===== src/rtl/sys_cmd_pkg.sv =====
// Shared command definitions for the UART command master: opcode bytes,
// request-op encoding and the sequencer state enumeration.
package sys_cmd_pkg;

   localparam logic [7:0] CMD_RF_WR   = 8'hAA;
   localparam logic [7:0] CMD_RF_RD   = 8'hBB;
   localparam logic [7:0] CMD_ALU_OP  = 8'hCC;
   localparam logic [7:0] CMD_ALU_NOP = 8'hDD;

   typedef enum logic [1:0] {
      OP_RF_WR   = 2'b00,
      OP_RF_RD   = 2'b01,
      OP_ALU_OP  = 2'b10,
      OP_ALU_NOP = 2'b11
   } req_op_e;

   typedef enum logic [2:0] {
      ST_IDLE    = 3'd0,
      ST_SEND    = 3'd1,
      ST_WAIT_LO = 3'd2,
      ST_WAIT_HI = 3'd3,
      ST_DONE    = 3'd4
   } state_e;

   function automatic logic [7:0] op_code(input req_op_e op);
      case (op)
         OP_RF_WR:  op_code = CMD_RF_WR;
         OP_RF_RD:  op_code = CMD_RF_RD;
         OP_ALU_OP: op_code = CMD_ALU_OP;
         default:   op_code = CMD_ALU_NOP;
      endcase
   endfunction

   // Index of the final byte of each command frame.
   function automatic logic [1:0] frame_last(input req_op_e op);
      case (op)
         OP_RF_WR:  frame_last = 2'd2;
         OP_ALU_OP: frame_last = 2'd3;
         default:   frame_last = 2'd1;
      endcase
   endfunction

endpackage


===== src/rtl/uart_cmd_master.sv =====
// UART command master: serialises register/ALU commands as byte frames and
// collects the one- or two-byte reply. Define RESP_TIMEOUT_EN for a reply timeout.
//
// state      | meaning
// IDLE       | req_ready high, waiting for a request
// SEND       | presenting frame bytes to the transmitter
// WAIT_LO    | waiting for the low reply byte
// WAIT_HI    | waiting for the high reply byte (ALU only)
// DONE       | rsp_valid pulse, then back to IDLE
module uart_cmd_master
   import sys_cmd_pkg::*;
#(
   parameter int FRAME_WIDTH         = 8,
   parameter int ALU_DATA_WIDTH      = 16,
   parameter int REG_FILE_ADDR_WIDTH = 4,
   parameter int ALU_FUNC_WIDTH      = 4,
   parameter int TIMEOUT_CYCLES      = 1024
) (
   input  logic                           CLK,
   input  logic                           RST,
   input  logic                           req_valid,
   output logic                           req_ready,
   input  logic [1:0]                     req_op,
   input  logic [REG_FILE_ADDR_WIDTH-1:0] req_addr,
   input  logic [FRAME_WIDTH-1:0]         req_wdata,
   input  logic [FRAME_WIDTH-1:0]         req_opa,
   input  logic [FRAME_WIDTH-1:0]         req_opb,
   input  logic [ALU_FUNC_WIDTH-1:0]      req_func,
   output logic [FRAME_WIDTH-1:0]         tx_data,
   output logic                           tx_valid,
   input  logic                           tx_ready,
   input  logic [FRAME_WIDTH-1:0]         rx_data,
   input  logic                           rx_valid,
   output logic                           rsp_valid,
   output logic [ALU_DATA_WIDTH-1:0]      rsp_data,
   output logic                           rsp_err
);

   state_e                         state;
   req_op_e                        op_q;
   logic [REG_FILE_ADDR_WIDTH-1:0] addr_q;
   logic [FRAME_WIDTH-1:0]         wdata_q;
   logic [FRAME_WIDTH-1:0]         opa_q;
   logic [FRAME_WIDTH-1:0]         opb_q;
   logic [ALU_FUNC_WIDTH-1:0]      func_q;
   logic [FRAME_WIDTH-1:0]         lo_q;
   logic [1:0]                     idx;

`ifdef RESP_TIMEOUT_EN
   localparam int TW = $clog2(TIMEOUT_CYCLES + 1);
   logic [TW-1:0] tmo_cnt;
   logic          tmo_hit;
   assign tmo_hit = (tmo_cnt == TW'(TIMEOUT_CYCLES - 1));
`else
   assign rsp_err = 1'b0;
`endif

   assign req_ready = (state == ST_IDLE);

   // Frame payload bytes after the opcode, taken from the latched request.
   function automatic logic [FRAME_WIDTH-1:0] frame_byte(input logic [1:0] i);
      case (op_q)
         OP_RF_WR:  frame_byte = (i == 2'd1) ? FRAME_WIDTH'(addr_q) : wdata_q;
         OP_RF_RD:  frame_byte = FRAME_WIDTH'(addr_q);
         OP_ALU_OP: begin
            case (i)
               2'd1:    frame_byte = opa_q;
               2'd2:    frame_byte = opb_q;
               default: frame_byte = FRAME_WIDTH'(func_q);
            endcase
         end
         default:   frame_byte = FRAME_WIDTH'(func_q);
      endcase
   endfunction

   function automatic logic [ALU_DATA_WIDTH-1:0] join_rsp(input logic [FRAME_WIDTH-1:0] hi,
                                                          input logic [FRAME_WIDTH-1:0] lo);
      logic [2*FRAME_WIDTH-1:0] w;
      w = {hi, lo};
      join_rsp = ALU_DATA_WIDTH'(w);
   endfunction

   always_ff @(posedge CLK or negedge RST) begin
      if (!RST) begin
         state     <= ST_IDLE;
         op_q      <= OP_RF_WR;
         addr_q    <= '0;
         wdata_q   <= '0;
         opa_q     <= '0;
         opb_q     <= '0;
         func_q    <= '0;
         lo_q      <= '0;
         idx       <= '0;
         tx_data   <= '0;
         tx_valid  <= 1'b0;
         rsp_valid <= 1'b0;
         rsp_data  <= '0;
`ifdef RESP_TIMEOUT_EN
         rsp_err   <= 1'b0;
         tmo_cnt   <= '0;
`endif
      end else begin
         case (state)
            ST_IDLE: begin
               if (req_valid) begin
                  op_q     <= req_op_e'(req_op);
                  addr_q   <= req_addr;
                  wdata_q  <= req_wdata;
                  opa_q    <= req_opa;
                  opb_q    <= req_opb;
                  func_q   <= req_func;
                  idx      <= 2'd0;
                  tx_data  <= FRAME_WIDTH'(op_code(req_op_e'(req_op)));
                  tx_valid <= 1'b1;
                  state    <= ST_SEND;
               end
            end
            ST_SEND: begin
               if (tx_valid && tx_ready) begin
                  if (idx == frame_last(op_q)) begin
                     tx_valid <= 1'b0;
                     if (op_q == OP_RF_WR) begin
                        rsp_valid <= 1'b1;
                        rsp_data  <= '0;
`ifdef RESP_TIMEOUT_EN
                        rsp_err   <= 1'b0;
`endif
                        state     <= ST_DONE;
                     end else begin
`ifdef RESP_TIMEOUT_EN
                        tmo_cnt   <= '0;
`endif
                        state     <= ST_WAIT_LO;
                     end
                  end else begin
                     tx_data <= frame_byte(idx + 2'd1);
                     idx     <= idx + 2'd1;
                  end
               end
            end
            ST_WAIT_LO: begin
               if (rx_valid) begin
                  if (op_q == OP_RF_RD) begin
                     rsp_valid <= 1'b1;
                     rsp_data  <= join_rsp('0, rx_data);
`ifdef RESP_TIMEOUT_EN
                     rsp_err   <= 1'b0;
`endif
                     state     <= ST_DONE;
                  end else begin
                     lo_q  <= rx_data;
`ifdef RESP_TIMEOUT_EN
                     tmo_cnt <= '0;
`endif
                     state <= ST_WAIT_HI;
                  end
               end
`ifdef RESP_TIMEOUT_EN
               else if (tmo_hit) begin
                  rsp_valid <= 1'b1;
                  rsp_data  <= '0;
                  rsp_err   <= 1'b1;
                  state     <= ST_DONE;
               end else begin
                  tmo_cnt <= tmo_cnt + 1'b1;
               end
`endif
            end
            ST_WAIT_HI: begin
               if (rx_valid) begin
                  rsp_valid <= 1'b1;
                  rsp_data  <= join_rsp(rx_data, lo_q);
`ifdef RESP_TIMEOUT_EN
                  rsp_err   <= 1'b0;
`endif
                  state     <= ST_DONE;
               end
`ifdef RESP_TIMEOUT_EN
               else if (tmo_hit) begin
                  rsp_valid <= 1'b1;
                  rsp_data  <= '0;
                  rsp_err   <= 1'b1;
                  state     <= ST_DONE;
               end else begin
                  tmo_cnt <= tmo_cnt + 1'b1;
               end
`endif
            end
            ST_DONE: begin
               rsp_valid <= 1'b0;
`ifdef RESP_TIMEOUT_EN
               rsp_err   <= 1'b0;
`endif
               state     <= ST_IDLE;
            end
            default: state <= ST_IDLE;
         endcase
      end
   end

endmodule


===== config.mk =====
export PLATFORM = sky130hd
export DESIGN_NAME = uart_cmd_master
export DESIGN_NICKNAME = d
export VERILOG_FILES = /design/src/rtl/sys_cmd_pkg.sv /design/src/rtl/uart_cmd_master.sv
export SDC_FILE = /design/constraint.sdc
export NUM_CORES = 1
export LEC_CHECK = 0
export ABC_AREA = 1
export CORE_AREA = 10 10 114 116
export DETAILED_ROUTE_END_ITERATION = 16
export DIE_AREA = 0 0 124 126
export PLACE_DENSITY = 0.58
export SKIP_LAST_GASP = 1
export SLEW_MARGIN = 20
export SYNTH_ARGS = -nofsm -noshare
export SYNTH_HDL_FRONTEND = slang
export SYNTH_SLANG_ARGS = --single-unit

===== constraint.sdc =====
create_clock -name CLK -period 1.7 [get_ports CLK]
set_input_delay 0.34 -clock CLK [delete_from_list [all_inputs] [get_ports CLK]]
set_output_delay 0.34 -clock CLK [all_outputs]
set_load 0.02 [all_outputs]

==> run metrics <==
run status=finished, final reports clean; number of core rows=38; count of cells along the worst register-to-register path=7; Die Footprint=15,600 µm²; largest net degree at the start of global routing=74; kind of path behind the tightest hold check=in -> async; I/O pin count=75; worst-skew pair later-pin latency=0.35 ns; total wirelength of the detailed-routed design=10,300 µm; # nets final=583; final critical delay including setup and external delays=1.66 ns; overflow left after global routing=0; drc violations=0; antenna diode instance count=0; most common cell after layout, fill and taps aside=nand2_1; worst-path cell with the longest stage delay=clkdlybuf4s50_1; CP delay by family, top=buffers and inverters; number of search-and-repair iterations in the first detailed-routing pass=4; highest achievable clock rate=0.603 GHz; core area=10,700 µm²; Setup Viol. Count Final=0; CTS tree=built; count of non-filler cells in the finished layout=678; required arrival time at the worst endpoint=1.36 ns; placer congestion estimate=0.867; startpoint-to-endpoint class of the critical path=reg -> out; vias in the first global route=3,364; Synth Net Count=485; Max Transition Viols Final=0; chip width=124 µm; syn_area_per_cell=8.38 µm²; top library cells by usage in the layout, fill and taps aside=nand2_1 (159), dfrtp_1 (71), clkdlybuf4s50_1 (53); buffers from clock root to sink, at most=2; Area Growth Syn to Fin=39.1%; share of final-layout standard cells stronger than drive strength 1=0.191; area occupied by registers=1830 µm²; area used by multi-input combinational logic=1680 µm²; type of destination of the critical path=primary output; gate count of the mapped netlist=435; Antenna Violating Nets Remaining=0; number of maximum-capacitance constraint violations=0; global-route usage over all layers=0.133; number of antenna violations at the first check in global routing=0; maximum fanout encountered on the critical timing path=3; htree depth=3; Max Clock Skew=0.0130 ns; via density per instance=4.71; post-route clock period utilization=0.975; total stage count of the critical path=1; Port Buffers=73; Starting Density=0.341; routed length per instance=15.2 µm; Lkg Pwr=0.00270 µW; number of hold-slack violations in the final timing report=0; detailed-placement wirelength estimate=7530 µm; total via count after detailed routing=3,190; quantity of hold-fixing buffers added after cts=0; post-synth design cell area=3640 µm²; sequential-to-total area share from yosys stat=0.501; register clock-pin slew on the reported worst setup and hold paths=0.08 ns; root buffer cell=clkbuf_8; count of buffer and inverter cells on the critical path=1; Vert. Die Dim=126 µm; cell-by-cell listing of the critical path=clkdlybuf4s50_1; clk sink count=73; count of routing violations after the opening detailed-route iteration=165; critical path startpoint category=register; wire length of the first global-routing pass=16,800 µm; overall power=9450 µW; data arrival time of the worst path=1.32 ns; maximum VDD drop=668 µV; number of flip-flops and latches in the synthesized netlist=73; number of filler cells placed in the layout=1,049; crit-path max cell delay=0.61 ns; TritonCTS Buffers=9; Pwr per Cell Area=1860 nW/µm²; internal reg-to-reg setup slack=0.08 ns; YS warnings=0; Synth cell types=29; Placed Instances=655
==> stage by stage <==
stage	setup TNS, ns	cell area, µm²	hold WS, ns	setup slack, ns	utilization
after detailed placement	-0.00856	4700	0.404	-0.00532	0.439
after CTS	-0.0105	4900	0.0210	-0.0105	0.458
after global routing	-0.0188	5070	0.0373	-0.0134	0.474
final	0	5070	0.0101	0.0423	0.474
after floorplan	0	3640	0.0444	0.0848	-
after global placement	0	4700	0.402	0.0423	0.439
==> layout make-up <==
type | count | area share
sequential | 73 | 0.361
clock buffer | 10 | 0.0271
timing repair buffer | 102 | 0.206
tap | 140 | 0.0345
inverter | 36 | 0.0271
clock inverter | 6 | 0.0128
multi-input combinational | 311 | 0.332
==> cell usage after synthesis, drive strengths merged <==
master,instances,area (µm²)
clkbuf,5,18.8
mux2,28,315
xor2,1,8.76
nand4,17,106
o21ai,16,80.1
inv,36,135
o21bai,2,15.0
ha,3,37.5
dfrtp,73,1830
a21oi,13,68.8
nor2,35,146
conb,1,3.75
nor3,2,10.0
buf,12,71.3
nand3,26,165
o21a,1,7.51
nand2,164,628
==> power by group <==
part           switching, µW  internal [µW]  total, µW  leakage [µW]
Combinational           2810           2160       4960       0.00170
Sequential               511           2570       3080      0.000899
Clock                    686            721       1410      0.000103
==> repair_timing <==
item	CTS	global route
buffers inserted	0	5
setup endpoints to repair	6	50
gates cloned	0	2
pin swaps	0	4
gates resized for setup	8	41
==> path summary, 6_finish.rpt <==
| path | from | end |
|---|---|---|
| max in group asynchronous | RST | op_q[1] |
| hold / removal | RST | opa_q[2] |
| setup / recovery | tx_valid | tx_valid |
| setup reg to reg | state[2] | rsp_data[10] |
| min in group CLK | rsp_data[9] | rsp_data[9] |
| hold reg to reg | rsp_data[9] | rsp_data[9] |
==> per-layer routing <==
metal,global-route usage,wire length (µm)
met1,0.161,4280
met5,0,0
met3,0.0447,726
met2,0.222,5160
met4,0.0318,146
==> cell families (layout without fill, tap and decap cells) <==
group,after synthesis,after routing,share of synthesized area
flip-flops,73,73,0.501
AND/OR/NAND/NOR,244,246,0.290
buffers and inverters,53,154,0.0618
AO/OA/AOI/OAI,32,32,0.0470
multiplexers,28,28,0.0865
other,1,1,0.00103
adder cells (fa/ha/maj),3,3,0.0103
XOR/XNOR,1,1,0.00240
==> state kept, by name, summed over array words and instances, names as in the netlist, 4 cells and up <==
signal / cells
addr_q: 4
wdata_q: 8
func_q: 4
lo_q: 8
rsp_data: 16
opb_q: 8
tx_data: 8
opa_q: 8
No activity file was read; power rests on OpenSTA's default activity.
